==> config.mk <==
export PLATFORM = sky130hd
export DESIGN_NAME = button_frame_tx
export DESIGN_NICKNAME = d
export VERILOG_FILES = /design/src/rtl/button_frame_tx.sv
export SDC_FILE = /design/constraint.sdc
export NUM_CORES = 1
export LEC_CHECK = 0
export CAP_MARGIN = 25
export CORE_UTILIZATION = 56
export CTS_BUF_LIST = sky130_fd_sc_hd__clkbuf_8
export CTS_CLUSTER_DIAMETER = 60
export DETAILED_ROUTE_END_ITERATION = 8
export PLACE_DENSITY_LB_ADDON = 0.25
export RECOVER_POWER = 100
export REMOVE_ABC_BUFFERS = 1
export SYNTH_ARGS = -nofsm -noshare
export SYNTH_HDL_FRONTEND = slang
export SYNTH_SLANG_ARGS = --single-unit
==> constraint.sdc <==
create_clock -name clk -period 2.3 [get_ports clk]
set_input_delay 0.69 -clock clk [delete_from_list [all_inputs] [get_ports clk]]
set_output_delay 0.69 -clock clk [all_outputs]
set_load 0.03 [all_outputs]
==> src/rtl/button_frame_tx.sv <==
// button_frame_tx
//   Serialises one button byte onto a single-wire line that idles high.
//   Frame: low start bit, DATA_BITS data bits MSB first, then a forced-high
//   stop/gap period long enough for the receiver to re-arm before the next
//   falling start edge. Frames are offered by the button sampler over a
//   valid/ready handshake; nothing is queued while a frame is in flight.
module button_frame_tx #(
    parameter int DATA_BITS   = 8,
    parameter int BIT_CYCLES  = 200,   // >= 2
    parameter int STOP_CYCLES = 16     // >= 10
) (
    input  logic                 clk,
    input  logic                 reset,
    input  logic                 tx_valid,
    input  logic [DATA_BITS-1:0] tx_data,
    output logic                 tx_ready,
    output logic                 txline,
    output logic                 busy,
    output logic                 frame_done
);

    // One counter serves start/data bits and the stop period, so it is sized
    // for whichever of the two is longer.
    localparam int CNT_MAX = (BIT_CYCLES > STOP_CYCLES) ? BIT_CYCLES : STOP_CYCLES;
    localparam int CNT_W   = (CNT_MAX > 1) ? $clog2(CNT_MAX) : 1;
    localparam int IDX_W   = (DATA_BITS > 1) ? $clog2(DATA_BITS) : 1;

    localparam logic [CNT_W-1:0] BIT_LAST  = CNT_W'(BIT_CYCLES - 1);
    localparam logic [CNT_W-1:0] STOP_LAST = CNT_W'(STOP_CYCLES - 1);
    localparam logic [IDX_W-1:0] IDX_LAST  = IDX_W'(DATA_BITS - 1);

    typedef enum logic [1:0] {
        IDLE  = 2'd0,
        START = 2'd1,
        DATA  = 2'd2,
        STOP  = 2'd3
    } state_t;

    state_t               state;
    state_t               state_nxt;
    logic [DATA_BITS-1:0] shift_q;
    logic [DATA_BITS-1:0] shift_nxt;
    logic [CNT_W-1:0]     bit_cnt;
    logic [CNT_W-1:0]     bit_cnt_nxt;
    logic [IDX_W-1:0]     idx;
    logic [IDX_W-1:0]     idx_nxt;
    logic                 txline_nxt;
    logic                 frame_done_nxt;

    logic accept;
    logic bit_end;
    logic stop_end;
    logic last_bit;

    // Handshake and terminal-count decodes shared by both combinational blocks.
    assign tx_ready = (state == IDLE) & ~reset;
    assign busy     = (state != IDLE);
    assign accept   = tx_valid & tx_ready;
    assign bit_end  = (bit_cnt == BIT_LAST);
    assign stop_end = (bit_cnt == STOP_LAST);
    assign last_bit = (idx == IDX_LAST);

    // State register plus the registered line, pulse, shifter and counters.
    // NOTE: non-blocking assignments here so every register samples the
    // pre-edge values computed by the combinational blocks.
    // NOTE: the shift register is reset too, so an aborted frame never leaks
    // stale data into later debug views; it holds no memory array.
    always_ff @(posedge clk) begin
        if (reset) begin
            state      <= IDLE;
            txline     <= 1'b1;
            frame_done <= 1'b0;
            shift_q    <= '0;
            bit_cnt    <= '0;
            idx        <= '0;
        end else begin
            state      <= state_nxt;
            txline     <= txline_nxt;
            frame_done <= frame_done_nxt;
            shift_q    <= shift_nxt;
            bit_cnt    <= bit_cnt_nxt;
            idx        <= idx_nxt;
        end
    end

    // Next-state: advance through the frame on each terminal count.
    always_comb begin
        state_nxt = state;
        unique case (state)
            IDLE:    if (accept)                state_nxt = START;
            START:   if (bit_end)               state_nxt = DATA;
            DATA:    if (bit_end && last_bit)   state_nxt = STOP;
            STOP:    if (stop_end)              state_nxt = IDLE;
            default:                            state_nxt = IDLE;
        endcase
    end

    // Datapath next values: line level, shifter, bit/stop counter, bit index.
    // NOTE: every signal gets a default first so no path leaves one unassigned
    // (which would infer a latch).
    always_comb begin
        txline_nxt     = txline;
        shift_nxt      = shift_q;
        bit_cnt_nxt    = bit_cnt;
        idx_nxt        = idx;
        frame_done_nxt = 1'b0;
        unique case (state)
            IDLE: begin
                txline_nxt  = 1'b1;
                bit_cnt_nxt = '0;
                idx_nxt     = '0;
                if (accept) begin
                    shift_nxt  = tx_data;
                    txline_nxt = 1'b0;
                end
            end
            START: begin
                if (bit_end) begin
                    txline_nxt  = shift_q[DATA_BITS-1];
                    idx_nxt     = '0;
                    bit_cnt_nxt = '0;
                end else begin
                    bit_cnt_nxt = bit_cnt + CNT_W'(1);
                end
            end
            DATA: begin
                if (bit_end) begin
                    bit_cnt_nxt = '0;
                    if (last_bit) begin
                        txline_nxt = 1'b1;
                    end else begin
                        shift_nxt  = shift_q << 1;
                        txline_nxt = shift_nxt[DATA_BITS-1];
                        idx_nxt    = idx + IDX_W'(1);
                    end
                end else begin
                    bit_cnt_nxt = bit_cnt + CNT_W'(1);
                end
            end
            STOP: begin
                txline_nxt = 1'b1;
                if (stop_end) begin
                    bit_cnt_nxt    = '0;
                    frame_done_nxt = 1'b1;
                end else begin
                    bit_cnt_nxt = bit_cnt + CNT_W'(1);
                end
            end
            default: begin
                txline_nxt  = 1'b1;
                bit_cnt_nxt = '0;
                idx_nxt     = '0;
            end
        endcase
    end

endmodule

# Yosys cells after proc, flatten, opt, wreduce, memory -nomap -nowiden

Index checks and enable logic that the tools add are counted.
Widths: inputs -> output; s select.

Register bits: 23
Output and inout port bits: 4
Word-level logic and storage cells: 57

Add/sub/neg operators: 2
Bitwise operators: 4
Multiplexer cells: 22
Eq/ne operators: 12
Reduce and logical (&&, ||, !) cells: 11

Operator list:

| operator            | count |
|---|---|
| $mux 8              | 5 |
| $pmux 8 s3          | 1 |
| $pmux 8 s2          | 1 |
| $ne 2x2->1 const B  | 6 |
| $reduce_and 4->1    | 3 |
| $mux 3              | 3 |
| $pmux 3 s3          | 1 |
| $add 8x1->8 const B | 1 |
| $eq 8x4->1 const B  | 1 |
| $eq 8x8->1 const B  | 1 |
| $mux 2              | 4 |
| $pmux 2 s4          | 1 |
| $mux 1              | 5 |
| $eq 2x2->1 const B  | 2 |
| $pmux 1 s4          | 1 |
| $reduce_bool 2->1   | 2 |
| $reduce_or 2->1     | 2 |
| $add 3x1->3 const B | 1 |
| $eq 3x3->1 const B  | 1 |
| $reduce_bool 3->1   | 1 |
| $and 1x1->1         | 2 |
| $eq 2x1->1 const B  | 1 |
| $logic_not 2->1     | 1 |
| $not 1->1           | 2 |
| other kinds (2)     | 2 |

# Logic depth before layout (Yosys ltp)

Gate-level depths: netlist of the first run.

Depth after elaboration: 5
Depth in mapped cells: 7
Mapped depth without buffers: 6

# Worst setup path before layout of the first run

No wires, ideal clock.

Path type: reg-to-output
From: register state[0]
To: output tx_ready
Setup slack: 0.265 ns
Path buffers: 0
Data required time: 1.610 ns
Arrival time: 1.345 ns
Cell stages (with the launch flop): 5
Cell sequence: dfxtp_1 -> inv_1 -> ha_1 -> inv_1 -> nor2_1

Cells in the longest elaborated chain, start to end: 2

RTL lines:

| item                     | line | source |
|---|---|---|
| start: declaration       | 39   | `state_t state;` |
| start signal: assignment | 77   | `state <= state_nxt;` |
| $logic_not 2->1          | 56   | `assign tx_ready = (state == IDLE) & ~reset;` |
| $and 1x1->1              | 56   |  |
| end: declaration         | 16   | `output logic tx_ready,` |

Every way passes these cells.

# Worst setup path in the final report of the first run

From: input reset
To: output tx_ready

Cells in the longest elaborated chain, start to end: 2

RTL lines:

| item               | line | source |
|---|---|---|
| start: declaration | 13   | `input logic reset,` |
| $not 1->1          | 56   |  |
| $and 1x1->1        | 56   |  |

Every way passes these cells.

==> run_results.csv, run 1 <==
group,metric,value,unit
outcome,status,"complete, no violations",
final_layout,final_cell_mix,"23 x dfxtp_1, 13 x nor2_1, 12 x o21ai_0, 11 x a21oi_1, 10 x clkdlybuf4s50_1",
final_layout,nets,175,
floorplanning,die_w,48.6,µm
critical_path,slowest_stage,"clkdlybuf4s50_1",
sta,finalCritPeriodShare,96.0,%
sta,rsz0062_at_grt,"false",
sta,skew,0.00481,ns
clocking,numCtsBuffers,3,
floorplanning,core,2000,µm²
grt,antenna_found_initial,0,
min_path,hp-class,"reg2reg",
place,dpl.cell_count,179,
place,hpwl,1900,µm
logic_synthesis,ys_ff_latch,23,
final_layout,final_common_cell,"dfxtp_1",
critical_path,crit_type,"in2out",
sta,fin_hold_ws,0.473,ns
clocking,cts_tree,"built",
final_layout,finalNonFillerCells,183,
route,drc,0,
job,maxCapViolCount,0,
place,numPortBuffers,14,
logic_synthesis,ys.flop_type,"dfxtp_1",
grt,grt_usage,24.0,%
final_layout,multi_input_area,666,µm²
critical_path,cp_num_buf_inv,2,
route,ant_nets,0,
logic_synthesis,syn_area_per_cell,8.88,µm²
sta,period_needed,2.21,ns
grt,grt_start_max_net_pins,19,
logic_synthesis,synth_edf_count,0,
critical_path,required,1.61,ns
pwr,peakVddDrop,0.755,mV
critical_path,slowest_delay,0.48,ns
final_layout,register_area,460,µm²
pwr,p_leak,0.543,nW
pwr,report.power.total,1.39,mW
logic_synthesis,synth_area_leader_cell,"dfxtp_1",
final_layout,layout-drive-gt1-share,12.2,%
critical_path,cp_max_fo,4,
floorplanning,rows,16,
final_layout,fin_util,71.1,%
clocking,cts_buffer_depth,2,
sta,fmax,453,MHz
clocking,cts_sinks,23,
final_layout,antenna_cells,0,
floorplanning,initial_utilization,60.7,%
clocking,h-tree-depth,1,
logic_synthesis,synthCells,137,
route,dr.pass1.iters,4,
critical_path,critPathTopFamily,"buffers and inverters",
final_layout,area_growth_syn_to_layout,17.0,%
logic_synthesis,yosysWarnings,0,
sta,setup_viol,0,
sta,relSlewSlack,58.3,%
logic_synthesis,ys_types,34,
clocking,cts_hold_buf,0,
route,wl_per_cell,14.0,µm
sta,worst_pin_slew,0.620,ns
critical_path,cp_cell_sequence,"clkdlybuf4s50_1 -> nor2_1 -> clkbuf_2",
floorplanning,num_io_pins,15,
critical_path,cp_data_arrival_time,1.52,ns
grt,grt-ovfl-total,0,
logic_synthesis,synthArstFlopShare,0,%
critical_path,crit_path_end_kind,"primary output",
logic_synthesis,synthesis.area,1220,µm²
logic_synthesis,synth_top_area_share,37.9,%
floorplanning,dieArea,2360,µm²
sta,maxSlewViolCount,0,
clocking,clk_pin_slew,0.08,ns
place,place.gp.congestion,0.811,
route,vias,1032,
grt,grt_pass1_vias,1039,
grt,grt_pass1_wl,4400,µm
logic_synthesis,ys_seq_area_share,37.9,%
final_layout,fillers,169,
route,via_per_inst,5.64,
sta,final_hold_viol_count,0,
logic_synthesis,synth_top_cells_by_area,"dfxtp_1 38%, mux2i_1 7.4%, ha_1 7.2%",
pwr,cellPowerDensity,979,nW/µm²
clocking,clock-root-buffer,"clkbuf_8",
route,wl,2560,µm
sta,tns,0,ns
floorplanning,dieHeight,48.6,µm
route,drt-initial-drc-count,30,
clocking,clk_latency,0.27,ns
critical_path,worstSetupStartpointType,"input port",
worst reg2reg max path, cell delays in order (launching register included):
cell and delay [ns]:
dfxtp_1 0.40, ha_1 0.25, and4bb_1 0.37, a31oi_1 0.16, nor4_1 0.59, mux2i_1 0.26
per-stage QoR:
step | instance area, µm² | worst slack, ns
after floorplan | 1190 | 0.265
after global placement | 1400 | 0.119
after detailed placement | 1400 | 0.103
after CTS | 1450 | 0.122
after global routing | 1420 | 0.0151
final | 1420 | 0.0921
worst paths after layout:
path                    from         end  slack [ns]  depth (start not counted)
hold / removal    shift_q[5]  shift_q[5]        0.47                          2
setup reg to reg  bit_cnt[0]    state[0]        0.19                          5
hold reg to reg   shift_q[5]  shift_q[5]        0.47                          2
setup / recovery       reset    tx_ready        0.09                          3
logic make-up (layout without fill, tap and decap cells):
logic type	Yosys count	count (layout)	synth area share, %
AOI/OAI and AO/OA	33	33	17.4
buffers and inverters	15	34	5.45
DFF	23	23	37.9
adders and majority gates	7	7	7.20
xor gates and xnor gates	5	5	3.60
and+or+nand+nor	45	45	21.1
muxes	9	9	7.41
registers in the layout (all words and copies together) (netlist names):
register,cells
shift_q,8
state,2
txline,1
bit_cnt,8
idx,3
frame_done,1
final cells by class:
type / instances / share of cell area, %
clock inverter: 1 / 0.352
timing repair buffer: 20 / 12.6
tap: 27 / 2.37
sequential: 23 / 32.4
multi-input combinational: 99 / 46.8
inverter: 10 / 2.64
clock buffer: 3 / 2.90
where the power goes:
group	total, mW	switching (mW)	internal, mW	leakage, nW
logic	0.619	0.367	0.251	0.331
clock network	0.254	0.132	0.121	0.0255
registers	0.521	0.0461	0.474	0.187
what timing repair did:
item | 4_1_cts | 5_1_grt
setup buffers | 0 | 0
resized for setup | 1 | 0
endpoints found under the setup margin | 1 | 0
cells in the mapped netlist, types with 3 or more instances:
master / n
ha_1: 7
nand2_1: 4
mux2i_1: 9
nand3_1: 9
inv_1: 9
nor2_1: 13
or3_2: 4
o41ai_1: 3
o21ai_0: 12
dfxtp_1: 23
xor2_1: 5
a21oi_1: 11
or3_1: 3
layer usage:
layer  share of wire, %  GRT usage, %  routed length, µm
met1                 44          28.5               1120
met2                 52          41.7               1340
met3                2.9          5.35                 74
met4                1.1          9.31                 29
met5                  0             0                  0
Note: power is estimated with default switching activity, not from simulation.
==> run 2: changes to the inputs <==
- TNS_END_PERCENT: not set -> 100
==> results of run 2 <==
Final layout, timing and power as in run 1 (identical DEF).
